$ cat config.mk
export PLATFORM = sky130hd
export DESIGN_NAME = shift_add_sequencer
export DESIGN_NICKNAME = d
export VERILOG_FILES = /design/src/rtl/shift_add_sequencer.sv
export SDC_FILE = /design/constraint.sdc
export NUM_CORES = 1
export LEC_CHECK = 0
export BUFFER_PORTS_ARGS = -buffer_cell sky130_fd_sc_hd__buf_4
export CORE_MARGIN = 3
export CORE_UTILIZATION = 35
export DETAILED_ROUTE_END_ITERATION = 10
export GPL_ROUTABILITY_DRIVEN = 1
export HOLD_SLACK_MARGIN = 0.1
export PLACE_DENSITY_LB_ADDON = 0.05
export SYNTH_ARGS = -nofsm -noshare
export SYNTH_HDL_FRONTEND = slang
export SYNTH_SLANG_ARGS = --single-unit
$ cat constraint.sdc
create_clock -name sys_clk -period 3.5 [get_ports sys_clk]
set_input_delay 0.35 -clock sys_clk [delete_from_list [all_inputs] [get_ports sys_clk]]
set_output_delay 0.35 -clock sys_clk [all_outputs]
set_load 0.05 [all_outputs]
$ cat src/rtl/shift_add_sequencer.sv
`default_nettype none
// ============================================================================
//  Module      : shift_add_sequencer
//  Description : Moore control FSM for the micro multiplier datapath. Runs
//                one shift-and-add multiplication per accepted start request.
//                It drives every datapath control line and samples the
//                multiplier LSB (flag) to decide whether each iteration adds.
//  Revision    : 1.0 - initial release
// ----------------------------------------------------------------------------
//  Parameters
//    WIDTH  operand width and number of iterations (>= 2)
//    CNT_W  iteration counter width (2**CNT_W > WIDTH)
//  Ports
//    sys_clk, sys_rst      clock (rising edge) / async active-high reset
//    start, abort          request a multiply / cancel back to IDLE
//    flag                  current multiplier LSB from the datapath
//    busy, done            handshake: busy outside IDLE, done one-cycle pulse
//    state_dbg             current state encoding
//    enA, enB, enDPO       operand / output register load enables
//    ABsel                 advance the shifted-multiplicand path
//    sr_c1, sr_c0, enSR    shift-register mode and enable
//    SRsel                 shift-register load source (0 = A, 1 = B)
//    alu_c2..alu_c0        ALU op (000 pass ACC, 001 ACC + multiplicand)
//    enACC, clrACC         accumulator load / synchronous clear
// ============================================================================
module shift_add_sequencer #(
    parameter int WIDTH = 4,
    parameter int CNT_W = 3
) (
    input  logic       sys_clk,
    input  logic       sys_rst,
    input  logic       start,
    input  logic       abort,
    input  logic       flag,
    output logic       busy,
    output logic       done,
    output logic [2:0] state_dbg,
    output logic       enA,
    output logic       enB,
    output logic       enDPO,
    output logic       ABsel,
    output logic       sr_c1,
    output logic       sr_c0,
    output logic       enSR,
    output logic       SRsel,
    output logic       alu_c2,
    output logic       alu_c1,
    output logic       alu_c0,
    output logic       enACC,
    output logic       clrACC
);

    localparam logic [2:0] c_IDLE  = 3'd0;
    localparam logic [2:0] c_LOAD  = 3'd1;
    localparam logic [2:0] c_SRLD  = 3'd2;
    localparam logic [2:0] c_EVAL  = 3'd3;
    localparam logic [2:0] c_SHIFT = 3'd4;
    localparam logic [2:0] c_OUT   = 3'd5;
    localparam logic [2:0] c_DONE  = 3'd6;

    localparam logic [CNT_W-1:0] c_LAST = CNT_W'(WIDTH - 1);

    logic [2:0]       r_state;
    logic [CNT_W-1:0] r_cnt;

    // Next-state and iteration counter. Abort outranks every other
    // transition once an operation is in flight; in IDLE it is ignored.
    always_ff @(posedge sys_clk or posedge sys_rst) begin
        if (sys_rst) begin
            r_state <= c_IDLE;
            r_cnt   <= '0;
        end else if (abort && (r_state != c_IDLE)) begin
            r_state <= c_IDLE;
            r_cnt   <= '0;
        end else begin
            case (r_state)
                c_IDLE: begin
                    if (start) begin
                        r_state <= c_LOAD;
                    end
                end
                c_LOAD: begin
                    r_state <= c_SRLD;
                end
                c_SRLD: begin
                    r_cnt   <= '0;
                    r_state <= c_EVAL;
                end
                c_EVAL: begin
                    r_state <= c_SHIFT;
                end
                c_SHIFT: begin
                    // The exit test bounds the counter, so it never wraps.
                    if (r_cnt == c_LAST) begin
                        r_state <= c_OUT;
                    end else begin
                        r_cnt   <= r_cnt + CNT_W'(1);
                        r_state <= c_EVAL;
                    end
                end
                c_OUT: begin
                    r_state <= c_DONE;
                end
                c_DONE: begin
                    r_state <= c_IDLE;
                end
                default: begin
                    // Encoding 7 is unreachable; recover to IDLE.
                    r_state <= c_IDLE;
                    r_cnt   <= '0;
                end
            endcase
        end
    end

    // Output decode of the state register; flag only matters in EVAL.
    always_comb begin
        busy      = (r_state != c_IDLE);
        done      = 1'b0;
        state_dbg = r_state;
        enA       = 1'b0;
        enB       = 1'b0;
        enDPO     = 1'b0;
        ABsel     = 1'b0;
        sr_c1     = 1'b0;
        sr_c0     = 1'b0;
        enSR      = 1'b0;
        SRsel     = 1'b0;
        alu_c2    = 1'b0;
        alu_c1    = 1'b0;
        alu_c0    = 1'b0;
        enACC     = 1'b0;
        clrACC    = 1'b0;
        case (r_state)
            c_LOAD: begin
                enA    = 1'b1;
                enB    = 1'b1;
                clrACC = 1'b1;
            end
            c_SRLD: begin
                // Parallel-load the multiplier (operand A) into the shifter.
                enSR  = 1'b1;
                sr_c1 = 1'b1;
                sr_c0 = 1'b1;
                SRsel = 1'b0;
            end
            c_EVAL: begin
                alu_c0 = 1'b1;
                enACC  = flag;
            end
            c_SHIFT: begin
                enSR  = 1'b1;
                sr_c0 = 1'b1;
                ABsel = 1'b1;
            end
            c_OUT: begin
                enDPO = 1'b1;
            end
            c_DONE: begin
                done = 1'b1;
            end
            default: begin
            end
        endcase
    end

endmodule
`default_nettype wire

# Word-level counts from Yosys, hierarchy flattened
# Index checks and enable logic that the tools add are counted.
op_classes:
  n_addsub: 1
  n_eq_ne: 10
  n_mux: 15
  n_reduce_logical: 6
op_table:
  columns: ["operator", "count"]
  rows:
  - ["3-bit one-hot mux with 6 select lines", 1]
  - ["3-bit 2-to-1 mux", 5]
  - ["3-bit by 2-bit equality test with 1-bit output, second input constant", 3]
  - ["3-bit equality test, second input constant", 3]
  - ["1-bit 2-to-1 mux", 8]
  - ["3-bit inequality test, second input constant", 2]
  - ["3-bit one-hot mux with 2 select lines", 1]
  - ["5-bit OR reduction", 1]
  - ["3-bit by 1-bit adder with 3-bit output, second input constant", 1]
  - ["3-bit by 1-bit equality test with 1-bit output, second input constant", 1]
  - ["3-bit zero test", 1]
  - ["3-bit nonzero test", 1]
  - ["2-bit by 1-bit inequality test with 1-bit output, second input constant", 1]
  - ["2-bit AND reduction", 1]
  - ["2-bit OR reduction", 1]
  - ["1-bit logical AND", 1]
totals:
  reg_bits: 6
  output_inout_bits: 18
  word_cells: 34

# Depth between registers and ports, before layout
# Gate-level depths: netlist of run 1.
depth:
  depth_word: 4
  ltp_mapped: 6

# Least setup slack after synthesis of run 1
# Ideal clock, no wire load.
synth_path:
  kind: "reg2out"
  start: "register r_state[0], in the netlist state_dbg[0]"
  end: "output port enA"
  arrival_time_ns: 2.518
  slack_ns: 0.632
  stages_incl_launch_ff: 5
  n_path_buf: 2
  cell_sequence: "dfrtp_1 > buf_2 > inv_1 > nor3_1 > buf_4"
synth_via:
  elab_chain_len: 2
synth_lines:
  columns: ["item", "line_no", "text"]
  rows:
  - ["start, declared", "63", "logic [2:0] r_state;"]
  - ["start signal, assigned", "70", "r_state <= c_IDLE;"]
  - ["start signal, assigned", "73", "r_state <= c_IDLE;"]
  - ["start signal, assigned", "79", "r_state <= c_LOAD;"]
  - ["3-bit by 1-bit equality test with 1-bit output", null, null]
  - ["1-bit 2-to-1 mux", null, null]
  - ["end, declared", "38", "output logic enA,"]
# No other way between the ends.

# Worst setup path after layout of run 1
layout_path:
  start: "register r_state[2], in the netlist state_dbg[2]"
  end: "output port enSR"
layout_via:
  elab_chain_len: 3
  word_cells_on_any_way: 4
  cone_classes: "eq/ne: 2; mux: 1; reduce/logical: 1"
layout_lines:
  columns: ["item", "line_no", "text"]
  rows:
  - ["3-bit equality test or 3-bit by 2-bit equality test with 1-bit output (tied branches)", "134", "case (r_state)"]
  - ["2-bit OR reduction (no source line) *", null, null]
  - ["1-bit 2-to-1 mux *", "134", null]
  - ["end, declared", "44", "output logic enSR,"]
# Every way passes the cells marked *; elsewhere a longest branch is shown, timed or not.

==> flow_summary_export.csv, run 1 <==
group,metric,value,unit
outcome,status,"finished, final reports clean",
die,core-area,1190,um2
sta,rsz0062_at_grt,"false",
global_route,overflow,0,
worst_setup_path,endpoint,"enSR",
die,die_area,1810,um2
worst_setup_path,critPathRequiredTime,3.15,ns
die,row_count,12,
cells_and_area,layout.nets,85,
worst_setup_path,start_kind,"flip-flop",
worst_hold_path,worstHoldPathType,"in -> reg",
sta,fmax,0.537,GHz
detailed_routing,drcViolationCount,0,
worst_setup_path,cp-end-kind,"primary output",
pwr,p_leak,0.343,nW
die,boundaryPins,23,
sta,final-setup-viol-count,0,
global_route,grt_pass1_wl,1410,um
clock_tree,clockBufferDepth,2,
die,die_x,42.6,um
clock_tree,insertion_delay,0.23,ns
synth,syn_area_per_cell,7.80,um2
sta,drv_slew,0,
detailed_routing,drt-total-wl,916,um
sta,min_period,1.86,ns
sta,min_period_over_period,53.2,%
synth,postSynthCellCount,60,
detailed_routing,drtIter0Drc,5,
detailed_routing,num_vias,413,
pwr,ir_drop,387,uV
clock_tree,root_buffer,"clkbuf_4",
global_route,grt_pass1_vias,341,
global_route,grt_max_degree,14,
synth,synth_edf_count,0,
job,drv_cap,0,
synth,yosysSeqAreaShare,32.1,%
placement,gp_congestion,0.702,
worst_setup_path,worstSetupPathType,"reg -> out",
synth,async_reset_ff_share,100,%
worst_setup_path,reg2reg_depth,5,
synth,ys_types,22,
clock_tree,cts-resized-gates,0,
synth,yosysWarnings,0,
cells_and_area,n_antenna_cell,0,
clock_tree,cts_tree,"yes",
global_route,antenna_found_initial,0,
placement,pre_cts_ws,1.78,ns
sta,hold_viol_final,0,
detailed_routing,ant_nets,0,
worst_hold_path,hold_start,"abort",
worst_setup_path,crit_start,"state_dbg[2]",
worst_setup_path,cp.arrival,1.51,ns
synth,syn_area,468,um2
pwr,p_per_area,997,nW/um2
cells_and_area,final_cell_mix,"buf_4 (19), nor2_1 (12), dfrtp_1 (6)",
placement,portBuffers,19,
clock_tree,cts_made_buffers,3,
cells_and_area,drive_gt1_share,30.3,%
detailed_routing,wire_per_inst,10.2,um
cells_and_area,final_common_cell,"buf_4",
sta,setup_slack,1.64,ns
die,initial_core_util,39.5,%
clock_tree,numClockSinks,6,
worst_setup_path,timing.rr.start,"r_cnt[0]",
detailed_routing,firstDrtPassIters,2,
sta,tns,0,ns
die,chipHeight,42.6,um
worst_setup_path,r2r_end,"r_cnt[0]",
detailed_routing,avgViaCountPerCell,4.59,
cells_and_area,nFillCells,121,
placement,dp_hpwl,718,um
clock_tree,cts_setup_buffers,0,
synth,synth_top_flop_cell,"dfrtp_1",
sta,fin_skew,0.00120,ns
worst_setup_path,crit_path_max_fanout,13,
global_route,gr-usage-all-layers,10.3,%
synth,yosys_register_bits,6,
clock_tree,cts-htree-levels,1,
worst_setup_path,r2r_slack,1.79,ns
cells_and_area,area_growth,30.2,%
clock_tree,cts.reportedPaths.clkPinSlew,0.04,ns
[per-layer routing]
layer / routed length, um / share of wire, % / global-route usage [%] / vias up
met5: 0 / 0 / 0 / -
met4: 0 / 0 / 7.45 / 0
met3: 61 / 6.7 / 1.29 / 0
met2: 397 / 43 / 15.5 / 15
met1: 456 / 50 / 13.2 / 182
li1: - / - / - / 216
[report_power, final]
part / switching (mW) / internal (mW) / leakage, nW
sequential: 0.0402 / 0.0822 / 0.0815
combinational: 0.301 / 0.125 / 0.247
clock: 0.0210 / 0.0385 / 0.0138
total: 0.362 / 0.246 / 0.343
[cell families after synthesis]
group | after synthesis | share of synthesized area (%)
AND/OR/NAND/NOR | 27 | 29.1
buffers and inverters | 14 | 16.6
AO/OA/AOI/OAI | 6 | 6.95
flip-flops | 6 | 32.1
multiplexers | 3 | 7.22
adder cells (fa/ha/maj) | 2 | 5.35
other | 1 | 0.801
XOR/XNOR | 1 | 1.87
[final cells by class]
cell class              count  area, um2  share of cell area, %
inverters                   5       18.8                   3.08
clock buffers               3       22.5                   3.70
multi-input cells          42        248                   40.7
flip-flops and latches      6        150                   24.6
well taps                  14       17.5                   2.87
repair buffers             20        153                   25.1
[synth_stat cells, types with 2 or more instances]
cell	count	area share, %
or3_1	3	4.0
nand2b_1	4	5.3
mux2_1	3	7.2
inv_1	5	4.0
a21oi_1	3	3.2
buf_2	2	2.1
buf_4	6	9.6
nand2_1	2	1.6
and3_1	2	2.7
nor2_1	12	9.6
dfrtp_1	6	32
ha_1	2	5.3
[critical path, stage by stage, from the launching register on]
cell,delay (ns)
dfrtp_1,0.57
nand2b_1,0.20
o21ai_0,0.26
buf_4,0.25
[sequential cells by signal, summed over array words and instances, names as in the netlist]
| register | flops |
|---|---|
| r_cnt | 3 |
| state_dbg | 3 |
[per-stage QoR]
stage | cell area, um2 | total power [mW] | utilization (%) | hold WS (ns) | instances
global placement | 577 | 0.552 | 48.6 | 0.283 | 86
CTS | 609 | 0.614 | 51.4 | 0.313 | 90
finish | 609 | 0.608 | 51.4 | 0.317 | 90
floorplan | 475 | 0.467 | - | 0.141 | 62
detailed placement | 577 | 0.552 | 48.6 | 0.281 | 86
global route | 609 | 0.637 | 51.4 | 0.324 | 90
[what timing repair did]
item                       CTS  global route
hold endpoints to repair     6             0
hold buffers                 1             0
setup endpoints to repair    0             0
[worst min-delay path by stage]
stage                               to  slack, ns  depth (start not counted)
final                     state_dbg[1]       0.32                          2
after global routing      state_dbg[1]       0.32                          2
after CTS                 state_dbg[2]       0.31                          2
after detailed placement  state_dbg[0]       0.28                          2
after global placement        r_cnt[1]       0.28                          2
after floorplan               r_cnt[0]       0.14                          1
No activity file was read; power rests on OpenSTA's default activity.
==> inputs of run 2 (changes only) <==
- clock period: 3.5 -> 1.95 ns (I/O delays scaled with it)
==> flow_summary_export.csv, run 2 (synthesized netlist as in run 1, its figures left out) <==
group,metric,value,unit
die,die_x,42.6,um
die,die_area,1810,um2
placement,dp_hpwl,702,um
clock_tree,cts_tree,"yes",
sta,fmax,0.583,GHz
pwr,pwr-share-seq,16.7,%
cells_and_area,layout.nets,87,
clock_tree,cts-htree-levels,1,
worst_setup_path,crit_chain,"ha_1 -> ha_1 -> or3_1 -> nand3_2 -> mux2_1",
clock_tree,insertion_delay,0.25,ns
worst_hold_path,hold_start,"abort",
detailed_routing,drcViolationCount,0,
detailed_routing,wire_per_inst,9.89,um
worst_setup_path,critPathRequiredTime,2.07,ns
global_route,grt_pass1_vias,350,
pwr,p_int,0.481,mW
cells_and_area,area_growth,37.7,%
detailed_routing,ant_nets,0,
worst_setup_path,timing.rr.start,"r_cnt[0]",
placement,pre_cts_ws,0.234,ns
worst_setup_path,reg2reg_depth,5,
die,row_count,12,
pwr,p_leak,0.357,nW
sta,setup_slack,0.235,ns
worst_setup_path,cp-end-kind,"flip-flop",
cells_and_area,final_cell_mix,"buf_4 (21), nor2_1 (12), inv_1 (5), dfrtp_1 (5), nand2b_1 (4)",
worst_setup_path,cpPeakStageDelay,0.38,ns
detailed_routing,num_vias,420,
worst_setup_path,cp_top_family,"simple AND/OR/NAND/NOR gates",
cells_and_area,utilization,54.3,%
sta,tns,0,ns
die,boundaryPins,23,
sta,final-setup-viol-count,0,
pwr,p_switching,0.671,mW
cells_and_area,drive_gt1_share,35.4,%
worst_setup_path,cp.arrival,1.83,ns
detailed_routing,firstDrtPassIters,4,
pwr,p_per_area,1790,nW/um2
worst_setup_path,worstSetupPathType,"reg -> reg",
clock_tree,cts-resized-gates,0,
pwr,ir_drop,678,uV
global_route,grt_max_degree,14,
worst_setup_path,path_buf_inv,0,
clock_tree,root_buffer,"clkbuf_4",
sta,min_period,1.71,ns
global_route,grt_pass1_wl,1480,um
global_route,overflow,0,
clock_tree,numClockSinks,6,
job,drv_cap,0,
cells_and_area,final_common_cell,"buf_4",
detailed_routing,drt-total-wl,920,um
global_route,antenna_found_initial,0,
sta,fin_skew,0.00721,ns
sta,hold_viol_final,0,
die,initial_core_util,39.5,%
worst_setup_path,r2r_slack,0.24,ns
worst_setup_path,crit_path_max_fanout,3,
worst_hold_path,min_path_cells,2,
sta,rsz0062_at_grt,"false",
clock_tree,cts.reportedPaths.clkPinSlew,0.05,ns
sta,whs,0.147,ns
clock_tree,postCtsHoldBufs,1,
detailed_routing,drtIter0Drc,11,
die,chipHeight,42.6,um
global_route,gr-usage-all-layers,11.1,%
placement,gp_congestion,0.717,
worst_hold_path,worstHoldPathType,"in -> reg",
clock_tree,cts_made_buffers,3,
worst_setup_path,crit_top_cell,"ha_1",
pwr,p_comb_share,72.4,%
die,core-area,1190,um2
placement,portBuffers,19,
sta,min_period_over_period,87.9,%
cells_and_area,n_antenna_cell,0,
outcome,status,"finished, final reports clean",
pwr,swShare,58.3,%
worst_setup_path,critPathSlowestCell,"dfrtp_1",
worst_setup_path,start_kind,"flip-flop",
clock_tree,cts_setup_buffers,0,
clock_tree,clockBufferDepth,2,
worst_setup_path,r2r_end,"r_cnt[2]",
worst_hold_path,holdPathEnd,"state_dbg[2]",
pwr,power_frac_clock,10.9,%
sta,drv_slew,0,
detailed_routing,avgViaCountPerCell,4.52,
## run 2: stage by stage
stage / instance area (um2) / power (mW) / cells
4_1_cts: 644 / 1.17 / 93
5_1_grt: 644 / 1.23 / 93
2_1_floorplan: 492 / 0.868 / 62
6_report: 644 / 1.15 / 93
3_5_place_dp: 608 / 1.04 / 88
3_3_place_gp: 608 / 1.04 / 88
## run 2: worst reg2reg max path: cells and delay by family, from the launching register on
family                     cells  cell delay [ns]
and+or+nand+nor                2             0.47
adders and majority gates      2             0.41
muxes                          1             0.33
DFF                            1             0.38
## run 2: power by group through the flow
stage          clock (mW)  combinational (mW)  sequential (mW)
2_1_floorplan           0               0.621            0.247
3_3_place_gp            0               0.844            0.197
3_5_place_dp            0               0.842            0.196
4_1_cts             0.133               0.844            0.194
5_1_grt             0.140               0.890            0.200
6_report            0.125               0.834            0.193
## run 2: cell type report
cell class / instances / area (um2)
flip-flops and latches: 6 / 151
inverters: 5 / 18.8
multi-input cells: 42 / 263
well taps: 14 / 17.5
clock buffers: 4 / 26.3
repair buffers: 22 / 168
fillers: 120 / 542
## run 2: layer usage
layer  vias up  GRT usage [%]  part of all wire (%)
met5         -              0                     0
met4         0           9.32                  0.87
met3         2           1.29                   7.1
met2        15           14.0                    43
met1       184           16.0                    49
li1        219              -                     -
## run 2: how the worst max path moves through the flow
stage          endpoint          from  depth (start not counted)
4_1_cts        r_cnt[2]      r_cnt[0]                          5
5_1_grt        r_cnt[0]      r_cnt[0]                          5
6_report       r_cnt[2]      r_cnt[0]                          5
2_1_floorplan     sr_c0  state_dbg[2]                          3
3_5_place_dp   r_cnt[2]      r_cnt[0]                          5
3_3_place_gp   r_cnt[0]      r_cnt[0]                          5
==> inputs of run 3 (changes only) <==
- CORE_AREA: not set -> 3 3 40 42
- CORE_MARGIN: 3 -> not set
- CORE_UTILIZATION: 35 -> not set
- CTS_CLUSTER_DIAMETER: not set -> 50
- DIE_AREA: not set -> 0 0 43 45
==> flow_summary_export.csv, run 3 (synthesized netlist as in run 1, its figures left out) <==
group,metric,value,unit
outcome,status,"finished, final reports clean",
cells_and_area,final_common_cell,"buf_4",
global_route,grt_pass1_wl,1690,um
worst_setup_path,reg2reg_depth,5,
detailed_routing,drtIter0Drc,7,
die,row_count,13,
sta,rsz0062_at_grt,"false",
detailed_routing,num_vias,415,
worst_setup_path,endpoint,"r_cnt[0]",
sta,setup_slack,0.245,ns
worst_setup_path,cp.arrival,1.83,ns
worst_setup_path,cp-end-kind,"flip-flop",
worst_setup_path,path_depth,5,
clock_tree,cts-resized-gates,0,
placement,placed_area,609,um2
cells_and_area,n_antenna_cell,0,
sta,hold_viol_final,0,
placement,pre_cts_ws,0.233,ns
pwr,p_leak,0.357,nW
cells_and_area,final_design_area_no_fill,646,um2
die,chipHeight,45,um
placement,gp_congestion,0.784,
clock_tree,cts_setup_buffers,0,
job,drv_cap,0,
die,die_x,43,um
sta,drv_slew,0,
detailed_routing,drcViolationCount,0,
detailed_routing,avgViaCountPerCell,4.41,
die,core-area,1280,um2
worst_setup_path,crit_path_max_fanout,3,
sta,tns,0,ns
cells_and_area,drive_gt1_share,35.4,%
worst_setup_path,crit_start,"r_cnt[0]",
clock_tree,clockBufferDepth,2,
worst_hold_path,min_path_cells,2,
cells_and_area,nFillCells,139,
worst_setup_path,start_kind,"flip-flop",
sta,fmax,0.586,GHz
sta,min_period_over_period,87.5,%
clock_tree,postCtsHoldBufs,1,
clock_tree,root_buffer,"clkbuf_4",
worst_setup_path,timing.rr.start,"r_cnt[0]",
pwr,ir_drop,648,uV
detailed_routing,drt-total-wl,991,um
clock_tree,insertion_delay,0.25,ns
worst_setup_path,cpPeakStageDelay,0.39,ns
sta,final-setup-viol-count,0,
sta,min_period,1.71,ns
detailed_routing,firstDrtPassIters,3,
clock_tree,cts_made_buffers,3,
placement,portBuffers,19,
global_route,gr-usage-all-layers,11.6,%
die,die_area,1940,um2
sta,fin_skew,0.00451,ns
pwr,p_per_area,1800,nW/um2
global_route,overflow,0,
die,boundaryPins,23,
worst_setup_path,worstSetupPathType,"reg -> reg",
global_route,antenna_found_initial,0,
detailed_routing,ant_nets,0,
cells_and_area,utilization,50.2,%
worst_hold_path,worstHoldPathType,"in -> reg",
worst_setup_path,r2r_end,"r_cnt[0]",
worst_setup_path,cp_top_family,"simple AND/OR/NAND/NOR gates",
clock_tree,cts_tree,"yes",
global_route,grt_pass1_vias,392,
worst_setup_path,critPathSlowestCell,"dfrtp_1",
worst_setup_path,r2r_slack,0.24,ns
placement,dp_hpwl,745,um
clock_tree,cts-htree-levels,1,
worst_setup_path,path_buf_inv,0,
cells_and_area,final_cell_mix,"buf_4 (21), nor2_1 (12), inv_1 (5), dfrtp_1 (5), nand2b_1 (4)",
detailed_routing,wire_per_inst,10.5,um
cells_and_area,area_growth,38.0,%
global_route,grt_max_degree,14,
cells_and_area,layout.nets,87,
worst_setup_path,critPathRequiredTime,2.07,ns
sta,whs,0.144,ns
worst_setup_path,crit_chain,"ha_1 -> ha_1 -> or3_1 -> nand3_2 -> mux2_1",
clock_tree,numClockSinks,6,
die,initial_core_util,36.4,%
clock_tree,cts.reportedPaths.clkPinSlew,0.05,ns
worst_setup_path,crit_top_cell,"ha_1",
## run 3: cell counts in the layout (fill, tap and decap cells not counted)
No cell type changed its count.
## run 3: worst min-delay path by stage
stage	startpoint	end
floorplan	sys_rst	r_cnt[0]
CTS	abort	state_dbg[2]
global placement	sys_rst	r_cnt[1]
detailed placement	sys_rst	r_cnt[1]
finish	abort	state_dbg[2]
global route	abort	state_dbg[2]
## run 3: per-layer routing
metal	up-vias	track usage, %	part of all wire [%]
met4	0	5.42	1.5
met1	174	15.3	45
met3	2	3.19	9.5
met2	18	17.7	44
li1	221	-	-
met5	-	0	0
## run 3: final cells by class
type                       count  area [um2]  area share, %
inverter                       5        18.8           2.91
clock buffer                   4        26.3           4.07
timing repair buffer          22         168           26.0
multi-input combinational     42         263           40.7
tap                           15        18.8           2.91
sequential                     6         151           23.4
## run 3: power breakdown
part,total (mW),internal (mW),switching (mW)
Clock,0.125,0.0777,0.0471
Combinational,0.841,0.253,0.587
Sequential,0.194,0.150,0.0440
## run 3: stage by stage
stage,std cells,power [mW]
final,94,1.16
after global routing,94,1.23
after CTS,94,1.18
after detailed placement,89,1.04
after global placement,89,1.04
after floorplan,62,0.868
## run 3: worst reg2reg max path, cell delays in order (launching register included)
cell	delay (ns)
dfrtp_1	0.39
ha_1	0.21
ha_1	0.19
or3_1	0.36
nand3_2	0.12
mux2_1	0.32
